<file path="config.mk">
export PLATFORM = sky130hd
export DESIGN_NAME = snn_frame_scheduler_flat
export DESIGN_NICKNAME = d
export VERILOG_FILES = /design/src/rtl/snn_frame_scheduler_if.sv /design/src/rtl/snn_frame_scheduler.sv /design/src/flat_wrapper.sv
export SDC_FILE = /design/constraint.sdc
export NUM_CORES = 1
export LEC_CHECK = 0
export CAP_MARGIN = 10
export CORE_MARGIN = 2
export CORE_UTILIZATION = 54
export DETAILED_ROUTE_END_ITERATION = 8
export PLACE_DENSITY = 0.89
export SLEW_MARGIN = 20
export SYNTH_ARGS = -nofsm -noshare
export SYNTH_HDL_FRONTEND = slang
export SYNTH_SLANG_ARGS = --single-unit
</file>
<file path="constraint.sdc">
create_clock -name clk -period 2.65 [get_ports clk]
set_clock_uncertainty 0.1 [all_clocks]
set_input_delay 0.265 -clock clk [delete_from_list [all_inputs] [get_ports clk]]
set_output_delay 0.265 -clock clk [all_outputs]
set_load 0.01 [all_outputs]
</file>
<file path="src/rtl/snn_frame_scheduler_if.sv">
// Sample, network and result handshakes of snn_frame_scheduler bundled as one interface.
// master = the scheduler itself; slave = the surrounding source / network / consumer.
interface snn_frame_scheduler_if #(
  parameter int N_IN  = 4,
  parameter int N_OUT = 2,
  parameter int CNT_W = 8
);
  localparam int CLS_W = (N_OUT > 1) ? $clog2(N_OUT) : 1;

  logic                   s_valid;
  logic                   s_ready;
  logic [N_IN-1:0]        s_spikes;

  logic                   net_ready;
  logic                   net_start;
  logic                   net_sample;
  logic                   net_sample_ready;
  logic [N_IN-1:0]        net_in_spikes;
  logic [N_OUT-1:0]       net_out_spikes;

  logic                   res_valid;
  logic                   res_ready;
  logic [CLS_W-1:0]       res_class;
  logic [N_OUT*CNT_W-1:0] res_counts;

  modport master (
    input  s_valid, s_spikes,
    output s_ready,
    input  net_ready, net_sample, net_out_spikes,
    output net_start, net_sample_ready, net_in_spikes,
    input  res_ready,
    output res_valid, res_class, res_counts
  );

  modport slave (
    output s_valid, s_spikes,
    input  s_ready,
    output net_ready, net_sample, net_out_spikes,
    input  net_start, net_sample_ready, net_in_spikes,
    output res_ready,
    input  res_valid, res_class, res_counts
  );
endinterface

</file>
<file path="src/rtl/snn_frame_scheduler.sv">
// Frame sequencer for one spiking network: input FIFO, per-neuron spike counting, argmax result.
// Optional SNN_SCHED_STALL_CNT_EN adds stall_cycles, counting RUN cycles spent with an empty FIFO.
module snn_frame_scheduler #(
  parameter int N_IN       = 4,
  parameter int N_OUT      = 2,
  parameter int FRAME_LEN  = 6,
  parameter int FIFO_DEPTH = 4,
  parameter int CNT_W      = 8
) (
  input  logic                  clk,
  input  logic                  rst_n,
  input  logic                  enable,
  snn_frame_scheduler_if.master bus,
  output logic                  busy,
  output logic                  err_underflow
`ifdef SNN_SCHED_STALL_CNT_EN
  ,
  output logic [15:0]           stall_cycles
`endif
);

  localparam int PTR_W  = $clog2(FIFO_DEPTH);
  localparam int CLS_W  = (N_OUT > 1) ? $clog2(N_OUT) : 1;
  localparam int SCNT_W = $clog2(FRAME_LEN + 1);

  localparam logic [2:0] ST_IDLE     = 3'd0;
  localparam logic [2:0] ST_WAIT_NET = 3'd1;
  localparam logic [2:0] ST_RUN      = 3'd2;
  localparam logic [2:0] ST_DRAIN    = 3'd3;
  localparam logic [2:0] ST_RESULT   = 3'd4;

  logic [2:0]        state, state_nx;
  logic [N_IN-1:0]   mem [FIFO_DEPTH];
  logic [PTR_W:0]    wr_ptr, rd_ptr;
  logic              full, empty, push, pop, in_run, underflow;
  logic              start_frame, frame_last;
  logic [CNT_W-1:0]  cnt [N_OUT];
  logic [SCNT_W-1:0] sample_cnt;
  logic [CNT_W-1:0]  best_cnt;
  logic [CLS_W-1:0]  best_idx;

  // Extra MSB on each pointer distinguishes full from empty when the indices match.
  assign empty = (wr_ptr == rd_ptr);
  assign full  = (wr_ptr[PTR_W] != rd_ptr[PTR_W]) &&
                 (wr_ptr[PTR_W-1:0] == rd_ptr[PTR_W-1:0]);

  assign in_run      = (state == ST_RUN);
  assign push        = bus.s_valid && !full;
  assign pop         = in_run && bus.net_sample && !empty;
  assign underflow   = in_run && bus.net_sample && empty;
  assign start_frame = (state == ST_IDLE) && enable;
  assign frame_last  = (sample_cnt == SCNT_W'(FRAME_LEN - 1));

  assign bus.s_ready          = !full;
  assign bus.net_sample_ready = in_run && !empty;
  assign bus.net_in_spikes    = empty ? '0 : mem[rd_ptr[PTR_W-1:0]];
  assign busy                 = (state != ST_IDLE);

  always_ff @(posedge clk or negedge rst_n) begin
    // NOTE: registers use <= so every flop samples pre-edge values regardless of block order.
    if (!rst_n) begin
      wr_ptr <= '0;
      rd_ptr <= '0;
    end else begin
      if (push) wr_ptr <= wr_ptr + 1'b1;
      if (pop)  rd_ptr <= rd_ptr + 1'b1;
    end
  end

  // NOTE: FIFO storage has no reset; the head is masked by empty, so stale words never reach the network.
  always_ff @(posedge clk) begin
    if (push) mem[wr_ptr[PTR_W-1:0]] <= bus.s_spikes;
  end

  always_comb begin
    // NOTE: default assignment first keeps this block free of inferred latches.
    state_nx = state;
    unique case (state)
      ST_IDLE:     if (enable)        state_nx = ST_WAIT_NET;
      ST_WAIT_NET: if (bus.net_ready) state_nx = ST_RUN;
      ST_RUN:      if (pop && frame_last) state_nx = ST_DRAIN;
      ST_DRAIN:    if (bus.net_ready && !bus.net_start) state_nx = ST_RESULT;
      ST_RESULT:   if (bus.res_valid && bus.res_ready) state_nx = ST_IDLE;
      default:     state_nx = ST_IDLE;
    endcase
  end

  // net_start and res_valid are decoded from the next state so they are flops aligned with the state.
  always_ff @(posedge clk or negedge rst_n) begin
    if (!rst_n) begin
      state         <= ST_IDLE;
      bus.net_start <= 1'b0;
      bus.res_valid <= 1'b0;
    end else begin
      state         <= state_nx;
      bus.net_start <= (state_nx == ST_RUN);
      bus.res_valid <= (state_nx == ST_RESULT);
    end
  end

  always_ff @(posedge clk or negedge rst_n) begin
    if (!rst_n) begin
      sample_cnt <= '0;
      for (int i = 0; i < N_OUT; i++) cnt[i] <= '0;
    end else if (start_frame) begin
      sample_cnt <= '0;
      for (int i = 0; i < N_OUT; i++) cnt[i] <= '0;
    end else if (pop) begin
      sample_cnt <= sample_cnt + 1'b1;
      for (int i = 0; i < N_OUT; i++) begin
        if (bus.net_out_spikes[i] && (cnt[i] != '1)) cnt[i] <= cnt[i] + 1'b1;
      end
    end
  end

  always_ff @(posedge clk or negedge rst_n) begin
    if (!rst_n)         err_underflow <= 1'b0;
    else if (underflow) err_underflow <= 1'b1;
  end

  for (genvar g = 0; g < N_OUT; g++) begin : g_counts
    assign bus.res_counts[g*CNT_W +: CNT_W] = cnt[g];
  end

  // Strict '>' lets the lowest index win any tie.
  always_comb begin
    best_cnt = cnt[0];
    best_idx = '0;
    for (int i = 1; i < N_OUT; i++) begin
      if (cnt[i] > best_cnt) begin
        best_cnt = cnt[i];
        best_idx = CLS_W'(i);
      end
    end
  end

  assign bus.res_class = best_idx;

`ifdef SNN_SCHED_STALL_CNT_EN
  always_ff @(posedge clk or negedge rst_n) begin
    if (!rst_n)                                        stall_cycles <= '0;
    else if (start_frame)                              stall_cycles <= '0;
    else if (in_run && empty && (stall_cycles != '1)) stall_cycles <= stall_cycles + 1'b1;
  end
`endif

endmodule

</file>
<file path="src/flat_wrapper.sv">
// flat-port wrapper written by rule: the top's interface ports become plain ports
module snn_frame_scheduler_flat 
#(
  parameter int N_IN       = 4,
  parameter int N_OUT      = 2,
  parameter int FRAME_LEN  = 6,
  parameter int FIFO_DEPTH = 4,
  parameter int CNT_W      = 8
)
  (clk, rst_n, enable, busy, err_underflow, bus_s_valid, bus_s_spikes, bus_s_ready, bus_net_ready, bus_net_sample, bus_net_out_spikes, bus_net_start, bus_net_sample_ready, bus_net_in_spikes, bus_res_ready, bus_res_valid, bus_res_class, bus_res_counts);
  snn_frame_scheduler_if #(.N_IN(N_IN), .N_OUT(N_OUT), .CNT_W(CNT_W)) bus_i ();
  input  logic clk;
  input  logic rst_n;
  input  logic enable;
  output logic busy;
  output logic err_underflow;
  input wire logic [$bits(bus_i.s_valid)-1:0] bus_s_valid;
  input wire logic [$bits(bus_i.s_spikes)-1:0] bus_s_spikes;
  output wire logic [$bits(bus_i.s_ready)-1:0] bus_s_ready;
  input wire logic [$bits(bus_i.net_ready)-1:0] bus_net_ready;
  input wire logic [$bits(bus_i.net_sample)-1:0] bus_net_sample;
  input wire logic [$bits(bus_i.net_out_spikes)-1:0] bus_net_out_spikes;
  output wire logic [$bits(bus_i.net_start)-1:0] bus_net_start;
  output wire logic [$bits(bus_i.net_sample_ready)-1:0] bus_net_sample_ready;
  output wire logic [$bits(bus_i.net_in_spikes)-1:0] bus_net_in_spikes;
  input wire logic [$bits(bus_i.res_ready)-1:0] bus_res_ready;
  output wire logic [$bits(bus_i.res_valid)-1:0] bus_res_valid;
  output wire logic [$bits(bus_i.res_class)-1:0] bus_res_class;
  output wire logic [$bits(bus_i.res_counts)-1:0] bus_res_counts;
  assign bus_i.s_valid = bus_s_valid;
  assign bus_i.s_spikes = bus_s_spikes;
  assign bus_s_ready = bus_i.s_ready;
  assign bus_i.net_ready = bus_net_ready;
  assign bus_i.net_sample = bus_net_sample;
  assign bus_i.net_out_spikes = bus_net_out_spikes;
  assign bus_net_start = bus_i.net_start;
  assign bus_net_sample_ready = bus_i.net_sample_ready;
  assign bus_net_in_spikes = bus_i.net_in_spikes;
  assign bus_i.res_ready = bus_res_ready;
  assign bus_res_valid = bus_i.res_valid;
  assign bus_res_class = bus_i.res_class;
  assign bus_res_counts = bus_i.res_counts;
  snn_frame_scheduler #(.N_IN(N_IN), .N_OUT(N_OUT), .FRAME_LEN(FRAME_LEN), .FIFO_DEPTH(FIFO_DEPTH), .CNT_W(CNT_W)) u_core (.clk(clk), .rst_n(rst_n), .enable(enable), .bus(bus_i), .busy(busy), .err_underflow(err_underflow));
endmodule
</file>
==> results.txt, run 1 <==
Initial Util -> 56.87%
hold crit path type -> in -> async
Max clock buf depth -> 2
H-tree Lvls -> 2
mean number of vias per cell -> 5.842
leakage -> 1.285 nW
DR iter-0 viols -> 96
Min Clock Period, post-route -> 2.517 ns
ant diodes -> 0
Worst Path Required -> 2.29 ns
Crit Path Category -> reg -> out
startpoint types -> register
Total Routing Usage GR -> 21.38%
Synth cell types -> 46
final setup violation count -> 0
f_max -> 397.3 MHz
Worst setup EP type -> primary output
ys flop type -> dfrtp_1
largest net degree at the start of global routing -> 32
number of synthesized flops with an enable pin -> 16
placed cell count -> 314
share of cells above drive strength 1 -> 10.70%
Slew HR -> 50.99%
Yosys top cell by area -> dfrtp_1
final hold vios -> 0
Crit Path Max Fanout -> 5
Util after Layout -> 69.76%
CTS clk-pin slew, worst paths -> 0.09 ns
TritonCTS clock tree -> yes
Syn Area/Cell -> 11.28 um2
synth-to-layout area growth -> 22.67%
PD cells -> 950.7 mW/mm2
Slew Limit Fails -> 0
top post-synthesis cells by area -> dfrtp_1 31%, edfxtp_1 19%, ha_1 8.4%
Slew @ Worst Pin -> 0.7289 ns
fillers -> 338
DRT Wirelength -> 5107 um
Synth top area share -> 30.69%
peak supply drop -> 0.5895 mV
syn_nets -> 254
WL per Instance -> 15.81 um
dpl hpwl -> 3788 um
Post-synth top cells -> 31 x dfrtp_1, 19 x nand2_1, 17 x ha_1
initial antenna violation count -> 0
GPL Wtd Cong -> 0.8882
CP bufs+invs -> 2
die area -> 0.005244 mm2
count leader, synth -> dfrtp_1
CTS root buf -> clkbuf_8
Finished Layout Cells -> 323
die height -> 72.42 um
Crit path max-delay family -> buffers and inverters
CP arrival -> 2.15 ns
Max-cap violations -> 0
Worst-Skew Late Latency -> 0.30 ns
Async S/R FF share, synth -> 65.96%
Mapped Cells -> 224
CP max-delay cell -> clkdlybuf4s50_1
first-pass GRT wire length -> 8618 um
final antenna-violating net count -> 0
die width -> 72.42 um
fin nets -> 300
Final period util -> 94.98%
CTS sink count -> 47
TritonCTS Buffers -> 5
unrepaired setup endpoints after global routing -> true
status -> finished clean
CP peak stage delay -> 0.54 ns
register area share after synthesis -> 49.70%
Pre-antenna DRT Iters -> 4
global route overflow -> 0
cts hold-fix bufs -> 0
via count of the first global-routing pass -> 1865
num rows -> 24
vias -> 1887
Synth Cell Area -> 0.002527 mm2
#FFs+latches synth -> 47
CP Cell Sequence -> inv_1 -> ha_1 -> and3_1 -> nand4_1 -> o21ai_1 -> a21oi_1 -> clkdlybuf4s50_1
port bufs -> 39
worst hold slack -> 0.2474 ns
Synthesis Warnings -> 0
Remaining DRCs -> 0
Final TNS setup -> 0 ns
# IOs -> 40
total power -> 2.948 mW
placeable core area -> 0.004444 mm2
-- where the power goes --
group | internal, mW | switching (mW) | leakage, nW
clock | 0.184 | 0.247 | 0.0402
combinational | 0.706 | 0.662 | 0.694
sequential | 0.943 | 0.206 | 0.550
-- layout by cell type (no fill, tap or decap), types with 9 or more instances in the layout --
cell type,instances
o21ai_0,9
ha_1,17
nand2_1,19
nor2_1,11
edfxtp_1,16
nand3_1,9
dfrtp_1,29
inv_1,15
clkdlybuf4s50_1,39
-- final timing paths --
check                                            end  cells after the start  slack [ns]                     start
setup / recovery                       bus_res_class                      7        0.13  u_core.bus.res_counts[6]
hold / removal              u_core.bus.res_counts[9]                      2        0.25                     rst_n
setup reg to reg           u_core.bus.res_counts[12]                      5        0.63          u_core.rd_ptr[2]
hold reg to reg                 u_core.err_underflow                      1        0.37      u_core.err_underflow
max in group asynchronous           u_core.rd_ptr[1]                      2        1.89                     rst_n
min in group clk                u_core.err_underflow                      1        0.37      u_core.err_underflow
-- registers in the layout, indices dropped and copies added, names as in the netlist --
name	flops
u_core.mem	16
u_core.state	3
u_core.wr_ptr	3
u_core.bus.net_start	1
u_core.bus.res_counts	16
u_core.rd_ptr	3
u_core.err_underflow	1
u_core.bus.res_valid	1
u_core.sample_cnt	3
-- area by class of cell --
class | count | area, um2 | area share, %
flip-flops and latches | 47 | 1259 | 40.60
multi-input cells | 156 | 1196 | 38.58
repair buffers | 45 | 435.4 | 14.04
clock buffers | 5 | 68.82 | 2.220
well taps | 52 | 65.06 | 2.098
inverters | 15 | 56.30 | 1.816
clock inverters | 3 | 20.02 | 0.6457
-- per-layer routing --
layer  wire (um)  up-vias  track usage [%]  part of all wire (%)
met5           0        -                0                     0
met4          60        0            6.584                   1.2
met3         304        8            4.722                   6.0
met2        2437       64            35.78                    48
met1        2305      903            27.97                    45
li1            -      912                -                     -
-- stage by stage --
stage / instance area (um2) / setup slack (ns)
after floorplan: 2527 / 0.8148
after global placement: 2990 / 0.3939
after detailed placement: 2990 / 0.3864
after CTS: 3079 / 0.03159
after global routing: 3100 / -0.01123
final: 3100 / 0.1330
-- logic make-up (layout without fill, tap and decap cells) --
| kind of cell | Yosys count | after routing | synth area share, % |
|---|---|---|---|
| AOI/OAI and AO/OA | 38 | 38 | 10.20 |
| and+or+nand+nor | 79 | 79 | 16.93 |
| muxes | 13 | 13 | 7.327 |
| adders and majority gates | 17 | 17 | 8.416 |
| DFF | 47 | 47 | 49.70 |
| xor gates and xnor gates | 9 | 9 | 4.010 |
| buffers and inverters | 21 | 68 | 3.416 |
-- repair_timing --
action                                  CTS  global route
buffers inserted                          0             1
gates resized for setup                   0             4
endpoints found under the setup margin    0             2
Power figures use the tool's default switching activity.
==> run 2, diff against run 1 <==
--- a/config.mk
+++ b/config.mk
@@ -12,2 +12,3 @@
 export PLACE_DENSITY = 0.89
+export RECOVER_POWER = 50
 export SLEW_MARGIN = 20
--- a/constraint.sdc
+++ b/constraint.sdc
@@ -4,2 +4,2 @@
 set_output_delay 0.265 -clock clk [all_outputs]
-set_load 0.01 [all_outputs]
+set_load 0.02 [all_outputs]
==> run 2 against run 1 <==
- the flow now finishes with violations (max-capacitance violations, max-slew violations)
- total power increased by 7.1%
- clock power increased by 25%
- cell area increased by 0.44%
==> results.txt, run 2 (same netlist as run 1, synthesis figures left out) <==
post-route cell area -> 0.003114 mm2
dpl hpwl -> 3710 um
Setup crit start -> u_core.rd_ptr[2]
f_max -> 401.7 MHz
Crit Path Category -> reg -> out
TritonCTS clock tree -> yes
worst hold slack -> 0.3686 ns
Crit Path Max Fanout -> 7
Worst-Skew Late Latency -> 0.30 ns
die height -> 72.42 um
Pre-antenna DRT Iters -> 4
peak supply drop -> 1.146 mV
# IOs -> 40
startpoint types -> register
worst reg2reg setup slack -> 0.59 ns
total power -> 3.155 mW
Max clock buf depth -> 2
commonest non-fill, non-tap cell in the layout -> dfrtp_1
Max-cap violations -> 1
final setup violation count -> 0
DRT Wirelength -> 5072 um
mean number of vias per cell -> 5.783
final antenna-violating net count -> 0
Total Routing Usage GR -> 20.54%
H-tree Lvls -> 2
CTS root buf -> clkbuf_8
TritonCTS Buffers -> 5
CTS sink count -> 47
Initial Util -> 56.87%
die area -> 0.005244 mm2
CP endpoint -> bus_net_in_spikes[3]
failing checks -> max-capacitance violations, max-slew violations
RR Endpoint -> u_core.bus.net_start
DR iter-0 viols -> 96
CP peak stage delay -> 0.62 ns
share of cells above drive strength 1 -> 9.630%
CP arrival -> 2.12 ns
status -> finished with violations
GPL Wtd Cong -> 0.8425
vias -> 1862
CP Cell Sequence -> xor2_2 -> nor3_2 -> buf_4 -> nor2b_1 -> clkdlybuf4s50_1
unrepaired setup endpoints after global routing -> false
via count of the first global-routing pass -> 1712
cell area after placement -> 0.002990 mm2
Slew @ Worst Pin -> 1.702 ns
largest net degree at the start of global routing -> 32
Min Clock Period, post-route -> 2.490 ns
Remaining DRCs -> 0
Slew Limit Fails -> 32
die width -> 72.42 um
Final TNS setup -> 0 ns
num rows -> 24
Util after Layout -> 70.07%
synth-to-layout area growth -> 23.22%
Worst setup EP type -> primary output
Final period util -> 93.94%
initial antenna violation count -> 0
reg2reg path depth -> 5
hold path depth -> 1
hold crit path type -> reg -> reg
WL per Instance -> 15.75 um
CTS clk-pin slew, worst paths -> 0.09 ns
fillers -> 336
commonest cells after routing, fill and taps aside -> 30 x dfrtp_1, 25 x clkdlybuf4s50_1, 19 x nand2_1
Reg-to-Reg Start -> u_core.wr_ptr[1]
Worst Path Required -> 2.29 ns
first-pass GRT wire length -> 8328 um
port bufs -> 39
fin nets -> 299
leakage -> 1.341 nW
global route overflow -> 0
PD cells -> 1013 mW/mm2
Slew HR -> -13.48%
ant diodes -> 0
Setup Buffers After CTS -> 0
final hold vios -> 0
placeable core area -> 0.004444 mm2
CP max-delay cell -> clkdlybuf4s50_1
[run 2: cell types whose count changed in the layout (fill, tap and decap cells not counted), moves of 2 or more]
cell,previous run,this run
clkinvlp_4,2,0
dlygate4sd3_1,0,12
dlymetal6s2s_1,0,2
buf_4,6,4
clkdlybuf4s50_1,39,25
[run 2: per-layer routing]
layer / up-vias / share of wire (%) / wire length [um] / GRT usage (%)
li1: 907 / - / - / -
met1: 888 / 46 / 2348 / 29.55
met2: 61 / 48 / 2415 / 32.72
met3: 6 / 5.4 / 275 / 4.722
met4: 0 / 0.63 / 32 / 3.292
met5: - / 0 / 0 / 0
[run 2: critical path: cells and delay by family, from the launching register on]
kind / cells / cell delay [ns]
buf+inv: 2 / 0.79
flops: 1 / 0.43
xor+xnor: 1 / 0.34
simple gates: 2 / 0.26
[run 2: area by class of cell]
type / count / area [um2] / area share, %
sequential: 47 / 1257 / 40.38
multi-input combinational: 156 / 1190 / 38.21
timing repair buffer: 44 / 429.2 / 13.78
clock buffer: 5 / 68.82 / 2.210
tap: 52 / 65.06 / 2.089
inverter: 15 / 56.30 / 1.808
clock inverter: 3 / 47.55 / 1.527
[run 2: worst min path at each step]
stage                               from                         to  slack [ns]
global placement    u_core.err_underflow       u_core.err_underflow        0.35
detailed placement  u_core.err_underflow       u_core.err_underflow        0.36
floorplan                          rst_n       u_core.bus.net_start       -0.13
finish              u_core.err_underflow       u_core.err_underflow        0.37
global route        u_core.err_underflow       u_core.err_underflow        0.39
CTS                                rst_n  u_core.bus.res_counts[13]        0.26
[run 2: power by group]
part           switching [mW]  leakage (nW)  internal [mW]  total, mW
Combinational           0.798         0.730          0.681       1.48
Sequential              0.196         0.552          0.943       1.14
Clock                   0.251        0.0587          0.286      0.537
Total                    1.25          1.34           1.91       3.16
[run 2: stage by stage]
step	setup slack, ns	std cells
after global placement	0.3247	314
after detailed placement	0.3786	314
after floorplan	0.5162	224
final	0.1605	322
after global routing	0.04197	322
after CTS	0.03873	322
[run 2: timing repair]
action | 4_1_cts | 5_1_grt
hold buffers | 0 | 0
setup endpoints to repair | 0 | 6
gates resized for setup | 0 | 4
endpoints found under the hold margin | 0 | 0
